$ cat config.mk
export PLATFORM = sky130hd
export DESIGN_NAME = alu_arbiter_flat
export DESIGN_NICKNAME = d
export VERILOG_FILES = /design/src/rtl/alu_pkg.sv /design/src/rtl/alu_arbiter_if.sv /design/src/rtl/alu.sv /design/src/rtl/alu_arbiter.sv /design/src/flat_wrapper.sv
export SDC_FILE = /design/constraint.sdc
export NUM_CORES = 1
export LEC_CHECK = 0
export ABC_AREA = 1
export BUFFER_PORTS_ARGS = -buffer_cell sky130_fd_sc_hd__buf_2
export CAP_MARGIN = 20
export CORE_ASPECT_RATIO = 0.6
export CORE_UTILIZATION = 52
export DETAILED_ROUTE_END_ITERATION = 10
export GPL_ROUTABILITY_DRIVEN = 0
export PLACE_DENSITY = 0.74
export SETUP_SLACK_MARGIN = 0.15
export SYNTH_ARGS = -nofsm -noshare
export SYNTH_HDL_FRONTEND = slang
export SYNTH_HIERARCHICAL = 1
export SYNTH_SLANG_ARGS = --single-unit
$ cat constraint.sdc
create_clock -name clk -period 2.9 [get_ports clk]
set_input_delay 0 -clock clk [delete_from_list [all_inputs] [get_ports clk]]
set_output_delay 0 -clock clk [all_outputs]
set_load 0.01 [all_outputs]
$ cat src/rtl/alu_pkg.sv
`default_nettype none
// ============================================================================
//  Module      : alu_pkg
//  Description : Shared opcodes, flag record and arbiter FSM states for the
//                ALU and the two-port ALU arbiter.
//  Revision    : 1.0 - initial release
// ============================================================================
package alu_pkg;

    localparam logic [2:0] ALU_ADD = 3'b000;
    localparam logic [2:0] ALU_SUB = 3'b001;
    localparam logic [2:0] ALU_AND = 3'b010;
    localparam logic [2:0] ALU_OR  = 3'b011;
    localparam logic [2:0] ALU_SLT = 3'b101;

    typedef struct packed {
        logic overflow;
        logic carry;
        logic sign;
        logic zero;
    } alu_flags_t;

    typedef enum logic [1:0] {
        ST_IDLE = 2'd0,
        ST_EXEC = 2'd1,
        ST_RESP = 2'd2
    } arb_state_t;

endpackage
`default_nettype wire

$ cat src/rtl/alu_arbiter_if.sv
`default_nettype none
// ============================================================================
//  Module      : alu_arbiter_if
//  Description : Two-port request/response bundle between the requesters and
//                the shared ALU arbiter.
//  Revision    : 1.0 - initial release
// ============================================================================
interface alu_arbiter_if #(
    parameter int XLEN = 32
);
    logic [1:0]      req_valid;
    logic [1:0]      req_ready;
    logic [2:0]      req_op0;
    logic [2:0]      req_op1;
    logic [XLEN-1:0] req_a0;
    logic [XLEN-1:0] req_b0;
    logic [XLEN-1:0] req_a1;
    logic [XLEN-1:0] req_b1;
    logic [1:0]      rsp_valid;
    logic [1:0]      rsp_ready;
    logic [XLEN-1:0] rsp_result;
    logic [3:0]      rsp_flags;

    // Requester side
    modport master (
        output req_valid, req_op0, req_op1, req_a0, req_b0, req_a1, req_b1,
        output rsp_ready,
        input  req_ready, rsp_valid, rsp_result, rsp_flags
    );

    // Arbiter side
    modport slave (
        input  req_valid, req_op0, req_op1, req_a0, req_b0, req_a1, req_b1,
        input  rsp_ready,
        output req_ready, rsp_valid, rsp_result, rsp_flags
    );
endinterface
`default_nettype wire

$ cat src/rtl/alu.sv
`default_nettype none
// ============================================================================
//  Module      : alu
//  Description : Single-cycle combinational ALU. ADD/SUB wrap, SLT is an
//                unsigned compare, unsupported opcodes produce zero.
//                For SUB the carry flag reports a borrow (a < b unsigned).
//  Revision    : 1.0 - initial release
// ============================================================================
module alu
    import alu_pkg::*;
#(
    parameter int XLEN = 32
) (
    input  wire logic [2:0]      op,
    input  wire logic [XLEN-1:0] a,
    input  wire logic [XLEN-1:0] b,
    output      logic [XLEN-1:0] result,
    output      alu_flags_t      flags
);

    logic [XLEN:0] w_sum;
    logic [XLEN:0] w_diff;

    assign w_sum  = {1'b0, a} + {1'b0, b};
    assign w_diff = {1'b0, a} - {1'b0, b};

    // Opcode decode into result plus the arithmetic flags
    always_comb begin
        result         = '0;
        flags.overflow = 1'b0;
        flags.carry    = 1'b0;
        case (op)
            ALU_ADD: begin
                result         = w_sum[XLEN-1:0];
                flags.carry    = w_sum[XLEN];
                flags.overflow = (a[XLEN-1] == b[XLEN-1]) && (w_sum[XLEN-1] != a[XLEN-1]);
            end
            ALU_SUB: begin
                result         = w_diff[XLEN-1:0];
                flags.carry    = w_diff[XLEN];
                flags.overflow = (a[XLEN-1] != b[XLEN-1]) && (w_diff[XLEN-1] != a[XLEN-1]);
            end
            ALU_AND: result = a & b;
            ALU_OR:  result = a | b;
            ALU_SLT: result = {{(XLEN-1){1'b0}}, (a < b)};
            default: result = '0;
        endcase
        flags.sign = result[XLEN-1];
        flags.zero = (result == '0);
    end

endmodule
`default_nettype wire

$ cat src/rtl/alu_arbiter.sv
`default_nettype none
// ============================================================================
//  Module      : alu_arbiter
//  Description : Round-robin sharing of one ALU between two requesters. One
//                operation in flight: IDLE accepts, EXEC computes from the
//                operand registers, RESP holds the result until taken.
//  Revision    : 1.0 - initial release
// ============================================================================
module alu_arbiter
    import alu_pkg::*;
#(
    parameter int XLEN = 32
) (
    input  wire logic   clk,
    input  wire logic   reset,
    alu_arbiter_if.slave bus,
    output      logic   busy
);

    arb_state_t      r_state;
    logic            r_last_grant;
    logic            r_grant;
    logic [2:0]      r_op;
    logic [XLEN-1:0] r_a;
    logic [XLEN-1:0] r_b;
    logic [XLEN-1:0] r_result;
    alu_flags_t      r_flags;
    logic [1:0]      r_rsp_valid;

    logic            w_grant;
    logic [1:0]      w_req_ready;
    logic            w_accept;
    logic            w_rsp_fire;
    logic [XLEN-1:0] w_alu_result;
    alu_flags_t      w_alu_flags;

    // Round-robin pick: a lone requester wins, a tie goes to the port not served last
    always_comb begin
        w_grant = 1'b0;
        if (bus.req_valid == 2'b11) begin
            w_grant = ~r_last_grant;
        end else if (bus.req_valid[1]) begin
            w_grant = 1'b1;
        end
    end

    // Ready only in IDLE with something pending; held low while reset is asserted
    always_comb begin
        w_req_ready = 2'b00;
        if ((r_state == ST_IDLE) && !reset && (|bus.req_valid)) begin
            w_req_ready = w_grant ? 2'b10 : 2'b01;
        end
    end

    assign w_accept   = |(w_req_ready & bus.req_valid);
    assign w_rsp_fire = |(r_rsp_valid & bus.rsp_ready);

    alu #(
        .XLEN   (XLEN)
    ) u_alu (
        .op     (r_op),
        .a      (r_a),
        .b      (r_b),
        .result (w_alu_result),
        .flags  (w_alu_flags)
    );

    // Sequencer: capture on accept, compute in EXEC, hold response until taken
    always_ff @(posedge clk) begin
        if (reset) begin
            r_state      <= ST_IDLE;
            r_last_grant <= 1'b1;
            r_grant      <= 1'b0;
            r_op         <= '0;
            r_a          <= '0;
            r_b          <= '0;
            r_result     <= '0;
            r_flags      <= '0;
            r_rsp_valid  <= 2'b00;
        end else begin
            case (r_state)
                ST_IDLE: begin
                    if (w_accept) begin
                        r_grant <= w_grant;
                        r_op    <= w_grant ? bus.req_op1 : bus.req_op0;
                        r_a     <= w_grant ? bus.req_a1  : bus.req_a0;
                        r_b     <= w_grant ? bus.req_b1  : bus.req_b0;
                        r_state <= ST_EXEC;
                    end
                end
                ST_EXEC: begin
                    r_result    <= w_alu_result;
                    r_flags     <= w_alu_flags;
                    r_rsp_valid <= r_grant ? 2'b10 : 2'b01;
                    r_state     <= ST_RESP;
                end
                ST_RESP: begin
                    if (w_rsp_fire) begin
                        r_last_grant <= r_grant;
                        r_rsp_valid  <= 2'b00;
                        r_state      <= ST_IDLE;
                    end
                end
                default: begin
                    r_rsp_valid <= 2'b00;
                    r_state     <= ST_IDLE;
                end
            endcase
        end
    end

    assign bus.req_ready  = w_req_ready;
    assign bus.rsp_valid  = r_rsp_valid;
    assign bus.rsp_result = r_result;
    assign bus.rsp_flags  = r_flags;
    assign busy           = (r_state != ST_IDLE);

endmodule
`default_nettype wire

$ cat src/flat_wrapper.sv
// flat-port wrapper written by rule: the top's interface ports become plain ports
module alu_arbiter_flat import alu_pkg::*;
#(
    parameter int XLEN = 32
)
  (clk, reset, busy, bus_req_valid, bus_req_op0, bus_req_op1, bus_req_a0, bus_req_b0, bus_req_a1, bus_req_b1, bus_rsp_ready, bus_req_ready, bus_rsp_valid, bus_rsp_result, bus_rsp_flags);
  alu_arbiter_if #(.XLEN(XLEN)) bus_i ();
  input  wire logic clk;
  input  wire logic reset;
  output      logic busy;
  input wire logic [$bits(bus_i.req_valid)-1:0] bus_req_valid;
  input wire logic [$bits(bus_i.req_op0)-1:0] bus_req_op0;
  input wire logic [$bits(bus_i.req_op1)-1:0] bus_req_op1;
  input wire logic [$bits(bus_i.req_a0)-1:0] bus_req_a0;
  input wire logic [$bits(bus_i.req_b0)-1:0] bus_req_b0;
  input wire logic [$bits(bus_i.req_a1)-1:0] bus_req_a1;
  input wire logic [$bits(bus_i.req_b1)-1:0] bus_req_b1;
  input wire logic [$bits(bus_i.rsp_ready)-1:0] bus_rsp_ready;
  output wire logic [$bits(bus_i.req_ready)-1:0] bus_req_ready;
  output wire logic [$bits(bus_i.rsp_valid)-1:0] bus_rsp_valid;
  output wire logic [$bits(bus_i.rsp_result)-1:0] bus_rsp_result;
  output wire logic [$bits(bus_i.rsp_flags)-1:0] bus_rsp_flags;
  assign bus_i.req_valid = bus_req_valid;
  assign bus_i.req_op0 = bus_req_op0;
  assign bus_i.req_op1 = bus_req_op1;
  assign bus_i.req_a0 = bus_req_a0;
  assign bus_i.req_b0 = bus_req_b0;
  assign bus_i.req_a1 = bus_req_a1;
  assign bus_i.req_b1 = bus_req_b1;
  assign bus_i.rsp_ready = bus_rsp_ready;
  assign bus_req_ready = bus_i.req_ready;
  assign bus_rsp_valid = bus_i.rsp_valid;
  assign bus_rsp_result = bus_i.rsp_result;
  assign bus_rsp_flags = bus_i.rsp_flags;
  alu_arbiter #(.XLEN(XLEN)) u_core (.clk(clk), .reset(reset), .bus(bus_i), .busy(busy));
endmodule
==> impl_metrics.yaml <==
status:
  outcome: "complete, but fails checks"
  violations: "design-rule violations"
cells_and_area:
  mostFrequentLayoutCell: "nand2_1"
  drive_gt1_frac: 0.190
  syn_to_final_growth_pct: 27.9
  finish.net_count: 2578
  final_cell_mix: "659 x nand2_1, 299 x inv_1, 218 x nor2_1"
  fin_area_sq_um: 14600
  fill_cells: 1882
  diodes: 0
sta:
  setup_viol_count_final: 0
  slew_headroom: 0.491
  hold_violations: 0
  skew_ns: 0.0134
  clock.fmax_mhz: 365
  setup_tns_ns: 0
  rsz0062_at_grt: "true"
  min_period_over_period: 0.945
  drv_slew: 0
  fin_crit_ns: 2.74
  max_slew.worst_pin.slew_ns: 0.763
clocking:
  htree_levels: 3
  clock_latency_ns: 0.38
  clock_path_buffers: 2
  root_buffer: "clkbuf_16"
  clkSinkCount: 109
  cts.clk_slew.worst_paths_ns: 0.08
  numCtsBuffers: 9
  cts_tree: "yes"
place:
  port-buffer-count: 180
  dp_hpwl_mm: 34.0
  place_area_sq_um: 12900
routing:
  first_iter_violations: 1674
  route.detailed.drc: 14
  wl_per_cell_microns: 17.0
  drt.antenna.violating_nets: 0
  via_per_inst: 5.57
  vias: 14600
  first_pass_iters: 11
  totalWireLength_mm: 44.6
synthesis:
  yosysTopAreaCellShare: 0.222
  synth_xor_xnor_area_share: 0.00154
  synth_fa_ha_area_frac: 0.114
  ys_warn_count: 6
  synth_cells: 2054
  syn-num-nets: 2297
  yosys.cell_types.count: 36
  synth_compound_area_frac: 0.113
  synth_simple_gate_area_share: 0.432
  synth_top_family_by_area: "simple AND/OR/NAND/NOR gates"
  synthTopCellsByArea: "nand2_1 22%, dfxtp_1 19%, ha_1 11%"
  synthMuxAreaShare: 0
  yosysSeqAreaShare: 0.192
  netlist_area_sq_um: 11400
  synth.ff_latch_count: 109
  synth_top_cell_by_area: "nand2_1"
  syn-mean-instance-area_sq_um: 5.54
critical_path:
  crit_start: "u_core/r_a[14]"
  r2r_start: "u_core/r_a[14]"
  cp.required_ns: 3.21
  path_class: "flop to flop"
  critPathCaptureType: "flop"
  start_kind: "flop"
  arrival_ns: 3.05
  crit_fanout: 5
grt:
  grt_pass1_vias: 12600
  grt_pass1_wl_mm: 65.4
  grt_overflow: 0
  grt_max_degree: 71
  grtUsageTotal: 0.380
  grt_antenna_before_repair: 0
floorplanning:
  dieWidth_microns: 193
  fp.dieH_microns: 117
  core_sq_um: 21200
  ioPinCount: 181
  rows: 41
  die-area_sq_um: 22500
  initial_utilization: 0.536
power_and_ir_drop:
  cellPowerDensity_nw_per_um2: 422
  power.leakage_nw: 7.56
  peakVddDrop_mv: 0.296
run:
  maxCapViolCount: 0
worst_hold_path:
  min_from: "bus_req_b1[15]"
  min_path_type: "input port to flop"
[what timing repair did]
action,in CTS,in global routing
endpoints found under the setup margin,3,19
cloned,0,0
hold buffers,72,0
setup buffers,0,9
pin swaps,1,27
endpoints found under the hold margin,41,0
resized for setup,23,119
[worst max-delay path, stage by stage, from the launching register on]
cell and delay [ns]:
dfxtp_2 0.39, inv_1 0.09, ha_4 0.29, a21oi_1 0.26
o21ai_0 0.21, a21oi_2 0.21, nor2_1 0.07, nor2_1 0.14
nand3_1 0.09, nand3_1 0.10, nand3b_1 0.25, nor2_1 0.20
nand3_1 0.09, nor2_1 0.10, o21ai_1 0.06, nor2_1 0.11
[cell usage after synthesis]
master and n:
nand2_1 673, inv_1 306, nor2_1 246, nand3_1 204, a21oi_1 129, dfxtp_1 109, ha_1 101, o21ai_0 79
buf_2 30, clkbuf_1 29, nand4_1 24, buf_4 18, o22ai_1 16, nor3_1 12, nor2_2 10, inv_2 9
o21bai_1 8, nand3b_1 7, buf_6 6, buf_1 5, clkbuf_2 4, nand3_2 4, a31oi_1 3, nor3_2 3
o21ai_1 3, a21oi_2 2, fa_1 2, nand2_2 2, or2_2 2, xor2_1 2, a221o_1 1, a32o_1 1
nand3_4 1, nor4_1 1, o211ai_1 1, o21a_1 1
[power breakdown]
group	switching, mW	leakage [nW]	internal [mW]	total [mW]
logic	2.01	6.52	1.16	3.17
registers	0.0806	0.895	1.62	1.70
clock network	0.655	0.147	0.610	1.27
[through the flow]
stage / util / setup WS, ns / power [mW] / hold slack [ns] / std cells
after global placement: 0.609 / 0.0696 / 4.40 / 0.338 / 2522
after floorplan: - / 0.542 / 3.57 / 0.224 / 2054
after CTS: 0.660 / 0.150 / 5.84 / 0.00119 / 2610
after global routing: 0.686 / -0.0232 / 6.50 / 0.0276 / 2619
final: 0.686 / 0.161 / 6.14 / 0.0183 / 2619
after detailed placement: 0.609 / 0.0454 / 4.46 / 0.342 / 2522
[cells by family (layout without fill, tap and decap cells)]
group / Yosys count / in the layout
DFF: 109 / 109
xor gates and xnor gates: 2 / 2
AOI/OAI and AO/OA: 244 / 244
buffers and inverters: 407 / 693
and+or+nand+nor: 1189 / 1189
adders and majority gates: 103 / 103
[layout make-up]
type / instances / area [sq um] / area share
Clock buffer: 9 / 225 / 0.0155
Timing Repair Buffer: 362 / 2480 / 0.170
Inverter: 315 / 1190 / 0.0816
Multi-Input combinational cell: 1538 / 8050 / 0.553
Tap cell: 279 / 349 / 0.0240
Sequential cell: 109 / 2190 / 0.151
Clock inverter: 7 / 76.3 / 0.00524
[worst paths after layout]
path	endpoint	slack [ns]	cells after the start
hold reg to reg	u_core/bus.rsp_result[21]	0.48	2
setup reg to reg	u_core/bus.rsp_flags[0]	0.16	15
hold / removal	u_core/r_b[15]	0.02	5
setup / recovery	u_core/bus.rsp_flags[0]	0.16	15
[layer usage]
layer / GRT usage / wire length, microns
met1: 0.556 / 19500
met2: 0.518 / 17200
met3: 0.138 / 7100
met4: 0.0885 / 862
met5: 0 / 23
[flip-flops by register name, summed over array words and instances, names as in the netlist]
signal	count
u_core/r_op	3
u_core/r_last_grant	1
u_core/r_state	2
u_core/bus.rsp_result	32
u_core/bus.rsp_flags	4
u_core/r_b	32
u_core/bus.rsp_valid	2
u_core/r_a	32
u_core/r_grant	1
(Power assumes the default switching activity.)
